==> config.mk <==
export PLATFORM = sky130hd
export DESIGN_NAME = ex_alu_stage
export DESIGN_NICKNAME = d
export VERILOG_FILES = /design/src/rtl/ex_alu_pkg.sv /design/src/rtl/adder16.sv /design/src/rtl/ex_alu_stage.sv
export SDC_FILE = /design/constraint.sdc
export NUM_CORES = 1
export LEC_CHECK = 0
export ABC_AREA = 0
export CORE_MARGIN = 4
export CORE_UTILIZATION = 52
export DETAILED_ROUTE_END_ITERATION = 12
export PLACE_DENSITY = 0.86
export SLEW_MARGIN = 0
export SYNTH_ARGS = -nofsm -noshare
export SYNTH_HDL_FRONTEND = slang
export SYNTH_SLANG_ARGS = --single-unit
==> constraint.sdc <==
create_clock -name clk -period 3.9 [get_ports clk]
set_input_delay 0.78 -clock clk [delete_from_list [all_inputs] [get_ports clk]]
set_output_delay 0.78 -clock clk [all_outputs]
set_load 0.02 [all_outputs]
==> src/rtl/ex_alu_pkg.sv <==
// ============================================================================
// Module      : ex_alu_pkg
// Description : Shared types and helpers for the EX-stage ALU. Defines the
//               operation encoding seen on in_op, the adder16 mode encoding,
//               and the op -> adder-mode mapping used by ex_alu_stage.
// Revision    : 1.0  initial release
// ============================================================================
`default_nettype none

package ex_alu_pkg;

  typedef enum logic [2:0] {
    ADD   = 3'b000,
    SUB   = 3'b001,
    PADDW = 3'b010,
    PADDS = 3'b011,
    MOVB  = 3'b100,
    SLT   = 3'b101,
    RSV6  = 3'b110,
    RSV7  = 3'b111
  } alu_op_e;

  localparam logic [1:0] MODE_ADD   = 2'b00;
  localparam logic [1:0] MODE_SUB   = 2'b01;
  localparam logic [1:0] MODE_PADDW = 2'b10;
  localparam logic [1:0] MODE_PADDS = 2'b11;

  // SLT reuses the subtractor; ops that ignore the adder default to ADD.
  function automatic logic [1:0] op_to_mode(input alu_op_e op);
    logic [1:0] mode;
    mode = MODE_ADD;
    case (op)
      ADD:     mode = MODE_ADD;
      SUB:     mode = MODE_SUB;
      PADDW:   mode = MODE_PADDW;
      PADDS:   mode = MODE_PADDS;
      SLT:     mode = MODE_SUB;
      default: mode = MODE_ADD;
    endcase
    return mode;
  endfunction

endpackage

`default_nettype wire

==> src/rtl/adder16.sv <==
// ============================================================================
// Module      : adder16
// Description : 16-bit signed adder with four modes:
//                 00 saturating add, 01 saturating subtract,
//                 10 wrapping nibble add, 11 saturating nibble add.
// Ports       : a, b   - signed operands
//               mode   - operating mode (see above)
//               sum    - result
//               cout   - carry out of each nibble (chained in full modes,
//                        independent in nibble modes)
//               ov     - signed overflow (full modes: 16-bit overflow;
//                        nibble modes: OR of the four nibble overflows)
// Revision    : 1.0  initial release
// ============================================================================
`default_nettype none

module adder16
  import ex_alu_pkg::*;
(
  input  logic [15:0] a,
  input  logic [15:0] b,
  input  logic [1:0]  mode,
  output logic [15:0] sum,
  output logic [3:0]  cout,
  output logic        ov
);

  logic [15:0] w_b_eff;
  logic [15:0] w_raw;
  logic [15:0] w_nib_sum;
  logic [3:0]  w_nib_ov;
  logic [3:0]  w_cout;
  logic        w_carry;
  logic [4:0]  w_nib;

  // Subtraction is a + ~b + 1; the +1 enters as carry-in of nibble 0.
  assign w_b_eff = (mode == MODE_SUB) ? ~b : b;

  always_comb begin
    w_raw     = '0;
    w_nib_sum = '0;
    w_nib_ov  = '0;
    w_cout    = '0;
    w_nib     = '0;
    w_carry   = (mode == MODE_SUB);
    for (int i = 0; i < 4; i++) begin
      // Nibble modes break the carry chain at every nibble boundary.
      w_nib = {1'b0, a[4*i +: 4]} + {1'b0, w_b_eff[4*i +: 4]}
            + {4'b0000, (mode[1] ? 1'b0 : w_carry)};
      w_raw[4*i +: 4] = w_nib[3:0];
      w_cout[i]       = w_nib[4];
      w_carry         = w_nib[4];
      w_nib_ov[i]     = (a[4*i+3] == w_b_eff[4*i+3]) && (w_nib[3] != a[4*i+3]);
      if ((mode == MODE_PADDS) && w_nib_ov[i])
        w_nib_sum[4*i +: 4] = a[4*i+3] ? 4'h8 : 4'h7;
      else
        w_nib_sum[4*i +: 4] = w_nib[3:0];
    end
  end

  always_comb begin
    cout = w_cout;
    if (mode[1]) begin
      ov  = |w_nib_ov;
      sum = w_nib_sum;
    end else begin
      // Top-nibble overflow is the 16-bit signed overflow.
      ov  = w_nib_ov[3];
      sum = w_nib_ov[3] ? (a[15] ? 16'h8000 : 16'h7FFF) : w_raw;
    end
  end

endmodule

`default_nettype wire

==> src/rtl/ex_alu_stage.sv <==
// ============================================================================
// Module      : ex_alu_stage
// Description : Execute stage of the 5-stage pipeline. Runs ID/EX operands
//               through a single adder16 and registers result, carries and
//               overflow into EX/MEM behind a valid/ready handshake, with a
//               branch-squash flush and a sticky overflow status bit.
// Ports       : clk, rst                - clock, async active-high reset
//               in_valid/in_ready       - upstream handshake
//               in_op,in_a,in_b,in_rd,in_we - decoded ID/EX entry
//               flush                   - squash in-flight and incoming entry
//               out_valid/out_ready     - downstream handshake
//               out_result,out_cout,out_ov,out_rd,out_we - EX/MEM entry
//               sticky_ov, ov_clr       - overflow status and its clear
// Revision    : 1.0  initial release
// ============================================================================
`default_nettype none

module ex_alu_stage
  import ex_alu_pkg::*;
#(
  parameter int RDW = 3,
  parameter int W   = 16
) (
  input  logic           clk,
  input  logic           rst,
  input  logic           in_valid,
  output logic           in_ready,
  input  logic [2:0]     in_op,
  input  logic [W-1:0]   in_a,
  input  logic [W-1:0]   in_b,
  input  logic [RDW-1:0] in_rd,
  input  logic           in_we,
  input  logic           flush,
  output logic           out_valid,
  input  logic           out_ready,
  output logic [W-1:0]   out_result,
  output logic [3:0]     out_cout,
  output logic           out_ov,
  output logic [RDW-1:0] out_rd,
  output logic           out_we,
  output logic           sticky_ov,
  input  logic           ov_clr
);

  if (W != 16) begin : g_width_check
    $error("ex_alu_stage: W must be 16 to match adder16");
  end

  alu_op_e        w_op;
  logic [1:0]     w_mode;
  logic [15:0]    w_sum;
  logic [3:0]     w_cout;
  logic           w_ov;
  logic           w_accept;
  logic           w_adder_op;

  logic [W-1:0]   w_result;
  logic [3:0]     w_res_cout;
  logic           w_res_ov;
  logic           w_res_we;

  logic           valid_q,  valid_d;
  logic [W-1:0]   result_q, result_d;
  logic [3:0]     cout_q,   cout_d;
  logic           ov_q,     ov_d;
  logic [RDW-1:0] rd_q,     rd_d;
  logic           we_q,     we_d;
  logic           sticky_q, sticky_d;

  assign w_op       = alu_op_e'(in_op);
  assign w_mode     = op_to_mode(w_op);
  assign w_adder_op = (in_op[2] == 1'b0);

  adder16 u_adder16 (
    .a    (in_a),
    .b    (in_b),
    .mode (w_mode),
    .sum  (w_sum),
    .cout (w_cout),
    .ov   (w_ov)
  );

  assign in_ready = !valid_q || out_ready;
  assign w_accept = in_valid && in_ready && !flush;

  // Result selection for the incoming entry.
  always_comb begin
    w_result   = '0;
    w_res_cout = '0;
    w_res_ov   = 1'b0;
    w_res_we   = in_we;
    case (w_op)
      ADD, SUB, PADDW, PADDS: begin
        w_result   = w_sum;
        w_res_cout = w_cout;
        w_res_ov   = w_ov;
      end
      MOVB: w_result = in_b;
      // Saturation preserves sign, so the saturated difference's MSB is a<b.
      SLT:  w_result = {{(W-1){1'b0}}, w_sum[15]};
      default: w_res_we = 1'b0;
    endcase
  end

  always_comb begin
    valid_d  = valid_q;
    result_d = result_q;
    cout_d   = cout_q;
    ov_d     = ov_q;
    rd_d     = rd_q;
    we_d     = we_q;
    if (flush) begin
      valid_d = 1'b0;
    end else if (w_accept) begin
      valid_d  = 1'b1;
      result_d = w_result;
      cout_d   = w_res_cout;
      ov_d     = w_res_ov;
      rd_d     = in_rd;
      we_d     = w_res_we;
    end else if (out_ready) begin
      valid_d = 1'b0;
    end
  end

  // Set is evaluated after clear so a simultaneous set wins.
  always_comb begin
    sticky_d = sticky_q;
    if (ov_clr)
      sticky_d = 1'b0;
    if (w_accept && w_adder_op && w_ov)
      sticky_d = 1'b1;
  end

  always_ff @(posedge clk or posedge rst) begin
    if (rst) begin
      valid_q  <= 1'b0;
      result_q <= '0;
      cout_q   <= '0;
      ov_q     <= 1'b0;
      rd_q     <= '0;
      we_q     <= 1'b0;
      sticky_q <= 1'b0;
    end else begin
      valid_q  <= valid_d;
      result_q <= result_d;
      cout_q   <= cout_d;
      ov_q     <= ov_d;
      rd_q     <= rd_d;
      we_q     <= we_d;
      sticky_q <= sticky_d;
    end
  end

  assign out_valid  = valid_q;
  assign out_result = result_q;
  assign out_cout   = cout_q;
  assign out_ov     = ov_q;
  assign out_rd     = rd_q;
  assign out_we     = we_q;
  assign sticky_ov  = sticky_q;

endmodule

`default_nettype wire

==> metrics.md, run 1 <==
| Metric | Value |
|---|---|
| Violated checks | `setup timing` |
| H-tree Lvls | `1` |
| Critical Path Max Stage Delay | `between 300 and 400 ps` |
| RSZ-0062 raised after global routing | `yes` |
| Buffers on Ports | `between 70 and 80` |
| PD cells | `around 360 mW/mm²` |
| Sequential cell area | `between 600 and 700 µm²` |
| # rows | `25` |
| Syn Inst Count | `between 200 and 300` |
| Slew Limit Headroom | `0.251` |
| CP max FO | `4` |
| CP top delay family | `adder cells` |
| Avg Inst Size Synth | `8.68 µm²` |
| Peak supply drop | `around 0.00020 V` |
| P_int | `between 800 and 900 µW` |
| Die H | `around 78 µm` |
| CP bufs+invs | `4` |
| Placed Instances | `around 460` |
| YS warnings | `0` |
| Synthesized net count | `roughly 360` |
| Layout fillers | `247` |
| Status | `complete, but fails checks` |
| Clock Latency Late Sink | `~280 ps` |
| Total vias in the final route | `~3100` |
| Core area | `between 0.004 and 0.005 mm²` |
| Top Ports | `73` |
| Crit. End Element | `flip-flop` |
| Final Net Count | `477` |
| Sequential share of power | `0.252` |
| Iter 0 DRT Violations | `roughly 420` |
| Clk sink count | `27` |
| Register bit count reported by yosys | `27` |
| Fin. Hold Viols | `0` |
| Via/cell ratio | `approximately 6.4` |
| Area delta synth->final | `58.9%` |
| Starting density of the core | `0.535` |
| CTS Root Cell | `clkbuf_8` |
| Most Frequent Cell on Critical Path | `fa_2` |
| Multi-input gate area | `between 0.0015 and 0.002 mm²` |
| P_leak | `~0.0017 µW` |
| Vias in the first global route | `about 2800` |
| Clk slew on worst S/H paths | `about 100 ps` |
| Max Buffers Root-to-Sink | `2` |
| CTS Buf Count | `3` |
| Initial antenna violation count | `0` |
| 1st-pass router iterations | `9` |
| Wire per inst | `between 20 and 25 µm` |
| P_sw | `between 500 and 600 µW` |
| GP Congestion | `0.907` |
| Die Footprint | `slightly above 0.006 mm²` |
| Setup CP Type | `input port to flip-flop` |
| Final cell count without fillers | `around 480` |
| Post-Synthesis Cell Area | `between 0.002 and 0.003 mm²` |
| Comb pwr share | `0.629` |
| Synth Flop Type | `dfrtp_1` |
| First-pass GRT wire length | `around 14 mm` |
| Async set or reset register ratio after synthesis | `1.00` |
| Post-synth EDFFs | `0` |
| Worst Path Arrival | `approximately 6900 ps` |
| Detailed placement HPWL | `6.11 mm` |
| Final setup viols | `20` |
| Final WL | `between 9 and 10 mm` |
| Die Wd | `around 78 µm` |
| GR Overflow Total | `0` |
| Switching Share | `0.413` |
| MaxCap Viol Count | `0` |
| Clk network pwr share | `0.119` |
| Antenna cells | `0` |
| Fraction of layout cells with a size suffix above 1 | `0.288` |
| Critical-path top delay cell | `fa_2` |
| Synth cell types | `53` |
| Worst Clk Skew | `between 3 and 4 ps` |
| Largest net degree at the start of global routing | `28` |
| # DRC | `0` |
| Worst path required time | `4070 ps` |
| Post-CTS Hold Fix Bufs | `0` |
| Total GRT Usage | `0.283` |
| Hold slack final | `around 510 ps` |
| Seq/Total Area, Yosys | `0.267` |
| DRT antenna net count | `0` |
| CTS tree | `done` |
| Setup WS post-layout | `-2770 ps` |
| CP Launch Type | `input port` |
| Final period utilization | `1.71` |
| Fmax | `between 0.1 and 0.15 GHz` |
| Max-slew violation count | `0` |
| Worst-Margin Slew | `roughly 1100 ps` |
| Fin crit period | `6670 ps` |
| HP Class | `flip-flop to flip-flop` |
[routing by layer]
layer  track usage  share of wire  wire length [µm]  vias to the layer above
met5             0              0                 0                        -
met4         0.125          0.053               506                        0
met3        0.0476          0.098               941                       67
met2         0.473           0.48              4600                      251
met1         0.358           0.37              3580                     1442
li1              -              -                 -                     1309
[kinds of logic after synthesis]
family                     Yosys count  share of synthesized area
adders and majority gates           21                      0.128
muxes                                6                     0.0258
AOI/OAI and AO/OA                  107                      0.291
buffers and inverters               25                     0.0441
xor gates and xnor gates            25                     0.0897
and+or+nand+nor                     80                      0.155
DFF                                 27                      0.267
[metrics by stage]
stage	power, µW	cell area [µm²]	TNS [ps]	worst slack (ps)	utilization
floorplan	806	2650	-48800	-2750	-
global placement	1100	3670	-58850	-3210	0.778
detailed placement	1120	3670	-61630	-3360	0.778
CTS	1350	3860	-50030	-2730	0.818
global route	1520	4010	-51410	-2930	0.850
finish	1450	4010	-47430	-2770	0.850
[power groups by stage]
stage	clock network (µW)	logic [µW]	registers, µW
2_1_floorplan	0	375	431
3_3_place_gp	0	737	367
3_5_place_dp	0	755	369
4_1_cts	174	816	363
5_1_grt	186	967	370
6_report	172	911	365
[state kept, by name, indices dropped and copies added (netlist names)]
name,cells
sticky_ov,1
out_rd,3
out_ov,1
out_result,16
out_cout,4
out_valid,1
out_we,1
[worst register-to-register path: stages, from the launching register on]
cell,delay (ps)
dfrtp_1,370
nand2b_1,100
nand3b_2,230
buf_4,310
a21o_1,370
nor2_1,90
a221o_1,270
[path summary, 6_finish.rpt]
kind                           start             to  slack (ps)  depth (start not counted)
setup / recovery            in_op[1]  out_result[7]       -2770                         33
hold / removal             out_rd[0]      out_rd[0]         510                          1
setup reg to reg           out_valid  out_result[1]        2060                          6
hold reg to reg            out_rd[0]      out_rd[0]         510                          1
max in group asynchronous        rst  out_result[2]        2140                          2
min in group asynchronous        rst  out_result[9]        1090                          2
[cell usage in the layout (no fill, tap or decap), types with 2 or more instances in the layout]
cell type | Yosys | routed
nor2_2 | 0 | 4
a2111oi_2 | 0 | 2
nand2b_1 | 5 | 5
xnor2_1 | 21 | 20
a22oi_2 | 0 | 2
ha_1 | 13 | 12
nor2b_1 | 7 | 5
o21ai_1 | 0 | 10
buf_6 | 0 | 7
a22o_1 | 2 | 2
buf_4 | 2 | 49
a21oi_1 | 25 | 15
dfrtp_1 | 27 | 27
nand2_1 | 23 | 22
nor2b_4 | 0 | 2
xor2_1 | 3 | 2
a31oi_1 | 3 | 3
inv_1 | 11 | 11
o21ai_2 | 0 | 4
nand3_1 | 6 | 6
or4_1 | 2 | 2
a21oi_2 | 0 | 10
a21o_1 | 6 | 6
clkdlybuf4s50_1 | 0 | 68
a211oi_1 | 6 | 6
o21a_1 | 3 | 3
mux2i_1 | 2 | 2
a221o_1 | 11 | 11
o21ai_0 | 26 | 12
mux2_2 | 4 | 4
clkbuf_8 | 0 | 3
fa_2 | 0 | 8
o211ai_1 | 5 | 5
nor2_1 | 26 | 21
buf_2 | 8 | 2
[final cells by class]
type / instances / area share
multi-input cells: 239 / 0.497
inverters: 12 / 0.0131
flip-flops and latches: 27 / 0.168
repair buffers: 128 / 0.289
clock buffers: 4 / 0.0112
well taps: 67 / 0.0209
[synth_stat cells, types with 2 or more instances]
| cell type | count | area (µm²) |
|---|---|---|
| a22o_1 | 2 | 17.5 |
| fa_1 | 8 | 160 |
| o21ai_0 | 26 | 130 |
| nand3b_2 | 2 | 22.5 |
| nand2_1 | 23 | 86.3 |
| xor2_1 | 3 | 26.3 |
| a221oi_1 | 2 | 17.5 |
| a21oi_1 | 25 | 125 |
| nand2b_1 | 5 | 31.3 |
| o211ai_1 | 5 | 37.5 |
| buf_4 | 2 | 15.0 |
| mux2i_1 | 2 | 20.0 |
| nor2b_1 | 7 | 43.8 |
| a31oi_1 | 3 | 18.8 |
| a211oi_1 | 6 | 45.0 |
| xnor2_1 | 21 | 184 |
| buf_2 | 8 | 40.0 |
| mux2_2 | 4 | 45.0 |
| nor2_1 | 26 | 97.6 |
| a2111oi_0 | 3 | 26.3 |
| inv_1 | 11 | 41.3 |
| a221o_1 | 11 | 110 |
| nand3_1 | 6 | 30.0 |
| o21a_1 | 3 | 22.5 |
| clkbuf_1 | 3 | 11.3 |
| ha_1 | 13 | 163 |
| dfrtp_1 | 27 | 676 |
| a21o_1 | 6 | 45.0 |
| a22oi_1 | 2 | 15.0 |
| o31ai_1 | 2 | 15.0 |
| or4_1 | 2 | 15.0 |
[repair_timing]
action | in CTS | in global routing
pin swaps | 38 | 37
gates resized for setup | 44 | 21
setup endpoints to repair | 20 | 20
gates cloned | 0 | 0
buffers inserted | 5 | 9
Note: power is estimated with default switching activity, not from simulation.
==> inputs of run 2 (changes only) <==
--- a/config.mk
+++ b/config.mk
@@ -9,8 +9,9 @@
 export CORE_MARGIN = 4
 export CORE_UTILIZATION = 52
 export DETAILED_ROUTE_END_ITERATION = 12
+export HOLD_SLACK_MARGIN = 0.06
 export PLACE_DENSITY = 0.86
-export SLEW_MARGIN = 0
+export SETUP_SLACK_MARGIN = 0.3
 export SYNTH_ARGS = -nofsm -noshare
 export SYNTH_HDL_FRONTEND = slang
 export SYNTH_SLANG_ARGS = --single-unit
==> run 2 against run 1 <==
Compared with the run above:
- the run still ends with setup timing left
- sequential cell count is the same
- combinational power shrank 4.3%
- setup slack better by 87 ps
- largest power group unchanged
- non-clock buffer count is 3 lower
- sequential share of layout area grew 0.39 points
- via count is 4.2% lower
- worst hold slack worse by 15 ps
- clock skew up 4.2 ps
- fmax grew 1.3%
- power shrank 3.0%
- cell area down 2.2%
- critical path depth is 1 lower
==> metrics.md, run 2 (synthesized netlist as in run 1, its figures left out) <==
| Metric | Value |
|---|---|
| Status | `complete, but fails checks` |
| Violated checks | `setup timing` |
| Post-CTS Hold Fix Bufs | `0 (unchanged)` |
| Core area | `0.00472 mm² (unchanged)` |
| Multi-input gate area | `0.00194 mm² (-2.6%)` |
| Crit path launch | `in_op[1]` |
| # rows | `25 (unchanged)` |
| Core Util, Final | `0.831 (-0.0191)` |
| Final WL | `8.98 mm (-6.7%)` |
| Wire per inst | `18.9 µm (-6.2%)` |
| CTS Root Cell | `clkbuf_8` |
| Area delta synth->final | `55.3%` |
| Fin crit period | `6590 ps (-87.4 ps)` |
| Initial antenna violation count | `0 (unchanged)` |
| Critical Path End | `out_result[7]` |
| Hold Startpoint | `out_cout[3]` |
| Via/cell ratio | `6.20 (-3.6%)` |
| Worst R2R Setup Slack | `2250 ps (+190 ps)` |
| CP Launch Type | `input port` |
| Starting density of the core | `0.535 (unchanged)` |
| P_leak | `0.00165 µW (-1.6%)` |
| Max-slew violation count | `0 (unchanged)` |
| Vias in the first global route | `2954 (+3.8%)` |
| Iter 0 DRT Violations | `414 (-1.2%)` |
| Fin. Hold Viols | `0 (unchanged)` |
| Pre-CTS setup slack | `-3460 ps (-103 ps)` |
| Clock Latency Late Sink | `280 ps (about the same)` |
| GP Congestion | `0.893 (-1.5%)` |
| Final Net Count | `474 (-0.63%)` |
| Max Buffers Root-to-Sink | `2 (unchanged)` |
| Detailed placement HPWL | `6.19 mm (+1.4%)` |
| CP max FO | `5 (+1)` |
| Most Frequent Cell on Critical Path | `fa_2` |
| Total vias in the final route | `2941 (-4.2%)` |
| Crit. End Element | `flip-flop` |
| HP Class | `flip-flop to flip-flop` |
| Worst Clk Skew | `8.12 ps (+4.23 ps)` |
| Total GRT Usage | `0.288 (+0.00520)` |
| H-tree Lvls | `1 (unchanged)` |
| Sequential cell area | `676 µm² (unchanged)` |
| Final period utilization | `1.69 (-0.0224)` |
| Antenna cells | `0 (unchanged)` |
| Slew Limit Headroom | `0.271 (+0.0198)` |
| Largest net degree at the start of global routing | `28 (unchanged)` |
| Die Wd | `77.7 µm (unchanged)` |
| Final setup viols | `20 (unchanged)` |
| Commonest cells after routing, fill and taps aside | `clkdlybuf4s50_1, buf_4, dfrtp_1` |
| Fmax | `0.152 GHz (+1.3%)` |
| Die Footprint | `0.00604 mm² (unchanged)` |
| Clk sink count | `27 (unchanged)` |
| Fraction of layout cells with a size suffix above 1 | `0.263 (-0.0249)` |
| RR Startpoint | `out_valid` |
| Setup CP Type | `input port to flip-flop` |
| RSZ-0062 raised after global routing | `yes` |
| GR Overflow Total | `0 (unchanged)` |
| Peak supply drop | `0.000176 V (-11%)` |
| DRT antenna net count | `0 (unchanged)` |
| CTS tree | `done` |
| PD cells | `358 mW/mm² (-0.82%)` |
| Worst path required time | `4070 ps (about the same)` |
| First-pass GRT wire length | `14.0 mm (+1.4%)` |
| MaxCap Viol Count | `0 (unchanged)` |
| Clk slew on worst S/H paths | `100 ps (about the same)` |
| Critical Path Max Stage Delay | `370 ps (about the same)` |
| Top Ports | `73 (unchanged)` |
| R2R depth | `6 (unchanged)` |
| Setup WS post-layout | `-2690 ps (+87.4 ps)` |
| Capturing point of the worst reg2reg path | `out_result[1]` |
| Critical-path top delay cell | `fa_2` |
| Die H | `77.7 µm (unchanged)` |
| Worst-Margin Slew | `1090 ps (-29.6 ps)` |
| # DRC | `0 (unchanged)` |
| Layout fillers | `290 (+17%)` |
| Largest register FFs | `16 (unchanged)` |
| Commonest non-fill, non-tap cell in the layout | `clkdlybuf4s50_1` |
| Worst Path Arrival | `6760 ps (-90 ps)` |
| Buffers on Ports | `72 (unchanged)` |
| 1st-pass router iterations | `5 (-4)` |
| CTS Buf Count | `3 (unchanged)` |
[run 2: changes by cell type in the layout (fill, tap and decap cells not counted), sizes merged]
| cell | change |
|---|---|
| clkbuf | +1 |
| buf | -4 |
[run 2: worst min path at each step]
| stage | end | slack [ps] | depth (start not counted) |
|---|---|---|---|
| CTS | out_cout[1] | 500 | 2 |
| global placement | out_cout[3] | 470 | 2 |
| finish | out_cout[3] | 500 | 2 |
| detailed placement | out_cout[3] | 480 | 2 |
| global route | out_we | 530 | 1 |
| floorplan | out_cout[0] | 590 | 2 |
[run 2: critical path: cells and delay by family]
kind / cells / cell delay [ps]
adder cells (fa/ha/maj): 8 / 2660
AO/OA/AOI/OAI: 11 / 2110
AND/OR/NAND/NOR: 9 / 890
buffers and inverters: 3 / 190
XOR/XNOR: 1 / 120
[run 2: timing repair]
action / in CTS / in global routing
setup endpoints to repair: 21 / 20
gates resized for setup: 40 / 8
buffers inserted: 6 / 3
pin swaps: 13 / 7
[run 2: stage by stage]
step | hold WS (ps) | total power, µW | instances | setup TNS [ps] | cell area [µm²]
2_1_floorplan | 590 | 806 | 291 | -48800 | 2650
4_1_cts | 504 | 1350 | 471 | -45820 | 3850
6_report | 499 | 1400 | 474 | -48910 | 3920
3_3_place_gp | 472 | 1110 | 461 | -59420 | 3690
3_5_place_dp | 479 | 1130 | 461 | -63420 | 3690
5_1_grt | 528 | 1470 | 474 | -52900 | 3920
[run 2: report_power, final]
group          switching, µW  internal, µW  total (µW)  leakage, µW
sequential              32.6           333         365     0.000349
combinational            441           431         872      0.00128
clock                   93.6          73.5         167    0.0000228
total                    567           837        1400      0.00165
[run 2: final cells by class]
| class | instances | share of cell area |
|---|---|---|
| flip-flops and latches | 27 | 0.172 |
| inverters | 12 | 0.0134 |
| clock buffers | 4 | 0.0115 |
| well taps | 67 | 0.0214 |
| repair buffers | 125 | 0.286 |
| multi-input cells | 239 | 0.496 |
[run 2: routing by layer]
metal / track usage / wire, µm / vias to the layer above
met4: 0.121 / 220 / 0
li1: - / - / 1300
met2: 0.491 / 4420 / 210
met1: 0.367 / 3500 / 1397
met3: 0.0360 / 834 / 34
met5: 0 / 0 / -
==> inputs of run 3 (changes only) <==
--- a/config.mk
+++ b/config.mk
@@ -6,6 +6,7 @@
 export NUM_CORES = 1
 export LEC_CHECK = 0
 export ABC_AREA = 0
+export ABC_CLOCK_PERIOD_IN_PS = 8200
 export CORE_MARGIN = 4
 export CORE_UTILIZATION = 52
 export DETAILED_ROUTE_END_ITERATION = 12
==> constraint.sdc (replaced) <==
create_clock -name clk -period 8.2 [get_ports clk]
set_input_delay 1.64 -clock clk [delete_from_list [all_inputs] [get_ports clk]]
set_output_delay 1.64 -clock clk [all_outputs]
set_load 0.02 [all_outputs]
==> run 3 against run 2 <==
Compared with the run above:
- the run now ends clean
- die area did not move
- first-iteration DRC count fell by 21%
- cell count fell by 6.8%
- worst hold slack improved by 14 ps
- largest power group unchanged
- power fell by 56%
- setup slack improved by 3200 ps
- via count fell by 8.3%
- routed wire length fell by 9.8%
- clock power fell by 57%
- combinational power fell by 58%
- highest routed layer unchanged
==> metrics.md, run 3 (synthesized netlist as in run 1, its figures left out) <==
| Metric | Value |
|---|---|
| Fmax | `around 0.13 GHz` |
| Critical Path Max Stage Delay | `510 ps (+140 ps)` |
| Wl on met1 | `3.27 mm (-6.7%)` |
| # DRC | `0 (unchanged)` |
| Total vias in the final route | `2696 (-8.3%)` |
| Wire per inst | `18.3 µm (-3.3%)` |
| Area delta synth->final | `42.6%` |
| Slew Limit Headroom | `0.319 (+0.0481)` |
| R2R depth | `5 (-1)` |
| DRT antenna net count | `0 (unchanged)` |
| DR top layer | `met4` |
| Peak supply drop | `0.0000858 V (-51%)` |
| CP max FO | `5 (unchanged)` |
| Worst Path Arrival | `7850 ps (+1090 ps)` |
| Die Wd | `77.7 µm (unchanged)` |
| Buffers on Ports | `72 (unchanged)` |
| Setup CP Type | `input port to flip-flop` |
| RSZ-0062 raised after global routing | `no` |
| Antenna cells | `0 (unchanged)` |
| Max-slew violation count | `0 (unchanged)` |
| CTS Buf Count | `3 (unchanged)` |
| Core Util, Final | `0.763 (-0.0678)` |
| Worst path required time | `8360 ps (+4290 ps)` |
| Status | `finished, final reports clean` |
| RR Startpoint | `out_valid` |
| Capturing point of the worst reg2reg path | `out_result[11]` |
| Commonest cells after routing, fill and taps aside | `clkdlybuf4s50_1, dfrtp_1, nor2_1, nand2_1` |
| Worst Hold Path EP | `out_we` |
| HP Class | `flip-flop to flip-flop` |
| Starting density of the core | `0.535 (unchanged)` |
| Iter 0 DRT Violations | `328 (-21%)` |
| H-tree Lvls | `1 (unchanged)` |
| Post-DP Area | `0.00340 mm² (-8.0%)` |
| Final setup viols | `0 (-100%)` |
| Max Buffers Root-to-Sink | `2 (unchanged)` |
| Total power draw | `613 µW (-56%)` |
| CTS Root Cell | `clkbuf_8` |
| Setup total negative slack | `0 ps (+48910 ps)` |
| PD cells | `170 mW/mm² (-52%)` |
| Most Frequent Cell on Critical Path | `fa_2` |
| Worst R2R Setup Slack | `5560 ps (+3310 ps)` |
| GR Overflow Total | `0 (unchanged)` |
| Fin crit period | `~7700 ps` |
| Clk slew on worst S/H paths | `80 ps (-20 ps)` |
| Final WL | `8.10 mm (-9.8%)` |
| Worst Clk Skew | `1.82 ps (-6.30 ps)` |
| Core area | `0.00472 mm² (unchanged)` |
| Met3 Wirelength | `897 µm (+7.6%)` |
| GP Congestion | `0.973 (+9.0%)` |
| Largest register FFs | `16 (unchanged)` |
| Total GRT Usage | `0.263 (-0.0258)` |
| Initial antenna violation count | `0 (unchanged)` |
| Fraction of layout cells with a size suffix above 1 | `0.168 (-0.0949)` |
| 1st-pass router iterations | `5 (unchanged)` |
| Die H | `77.7 µm (unchanged)` |
| Final period utilization | `0.939` |
| Hold Startpoint | `out_we` |
| CP Launch Type | `input port` |
| CTS tree | `done` |
| Final Net Count | `442 (-6.8%)` |
| Clock Latency Late Sink | `270 ps (about the same)` |
| Fin. Hold Viols | `0 (unchanged)` |
| Met2 wire len | `3.77 mm (-15%)` |
| Commonest non-fill, non-tap cell in the layout | `clkdlybuf4s50_1` |
| Detailed placement HPWL | `6.31 mm (+1.9%)` |
| P_leak | `0.00150 µW (-8.8%)` |
| Critical-path top delay cell | `clkdlybuf4s50_1` |
| Hold Path Depth | `1 (-1)` |
| Layout fillers | `356 (+23%)` |
| Final instance area | `0.00360 mm² (-8.2%)` |
| Vias in the first global route | `2619 (-11%)` |
| Clk sink count | `27 (unchanged)` |
| MaxCap Viol Count | `0 (unchanged)` |
| First-pass GRT wire length | `12.7 mm (-9.1%)` |
| Via/cell ratio | `6.10 (-1.7%)` |
| Top Ports | `73 (unchanged)` |
| Die Footprint | `0.00604 mm² (unchanged)` |
| Crit. End Element | `flip-flop` |
| # rows | `25 (unchanged)` |
| Post-CTS Hold Fix Bufs | `0 (unchanged)` |
| Largest net degree at the start of global routing | `38 (+36%)` |
| Worst-Margin Slew | `1020 ps (-71.0 ps)` |
## run 3: repair_timing
action	in CTS	in global routing
setup buffers	1	4
resized for setup	10	24
setup endpoints to repair	18	17
cloned	1	0
pin swaps	4	15
## run 3: final cells by class
type	instances	area [µm²]	share of cell area
Sequential cell	27	676	0.187
Clock inverter	1	5.00	0.00139
Tap cell	67	83.8	0.0233
Inverter	12	45.0	0.0125
Multi-Input combinational cell	240	1870	0.519
Timing Repair Buffer	92	882	0.245
Clock buffer	3	41.3	0.0115
## run 3: power breakdown
part	internal [µW]	leakage, µW	total (µW)	switching (µW)
combinational	176	0.00113	368	192
sequential	158	0.000349	173	14.9
clock	34.0	0.0000255	71.7	37.8
total	368	0.00150	613	245
## run 3: worst max-delay path by stage
stage | startpoint | endpoint | slack (ps) | cells past startpoint
2_1_floorplan | in_op[1] | out_result[14] | 330 | 32
3_3_place_gp | in_op[0] | out_result[9] | -80 | 31
3_5_place_dp | in_op[0] | out_result[14] | -450 | 30
4_1_cts | in_op[0] | out_result[14] | 310 | 30
5_1_grt | in_a[0] | out_result[11] | 270 | 28
6_report | in_a[0] | out_result[9] | 500 | 29
## run 3: layer usage
layer,global-route usage,vias to the layer above
li1,-,1242
met1,0.364,1250
met2,0.418,183
met3,0.0394,21
met4,0.0890,0
met5,0,-
## run 3: through the flow
step                hold slack [ps]  worst slack, ps  std cells
floorplan                       590              327        291
global placement                461            -78.4        432
detailed placement              496             -447        432
CTS                             515              311        438
global route                    537              269        442
finish                          513              502        442
## run 3: worst max-delay path: cells and delay by family
kind                       cells  cell delay [ps]
AOI/OAI and AO/OA             10             1670
xor gates and xnor gates       1              230
adders and majority gates      8             2950
buffers and inverters          2              550
and+or+nand+nor                8              790
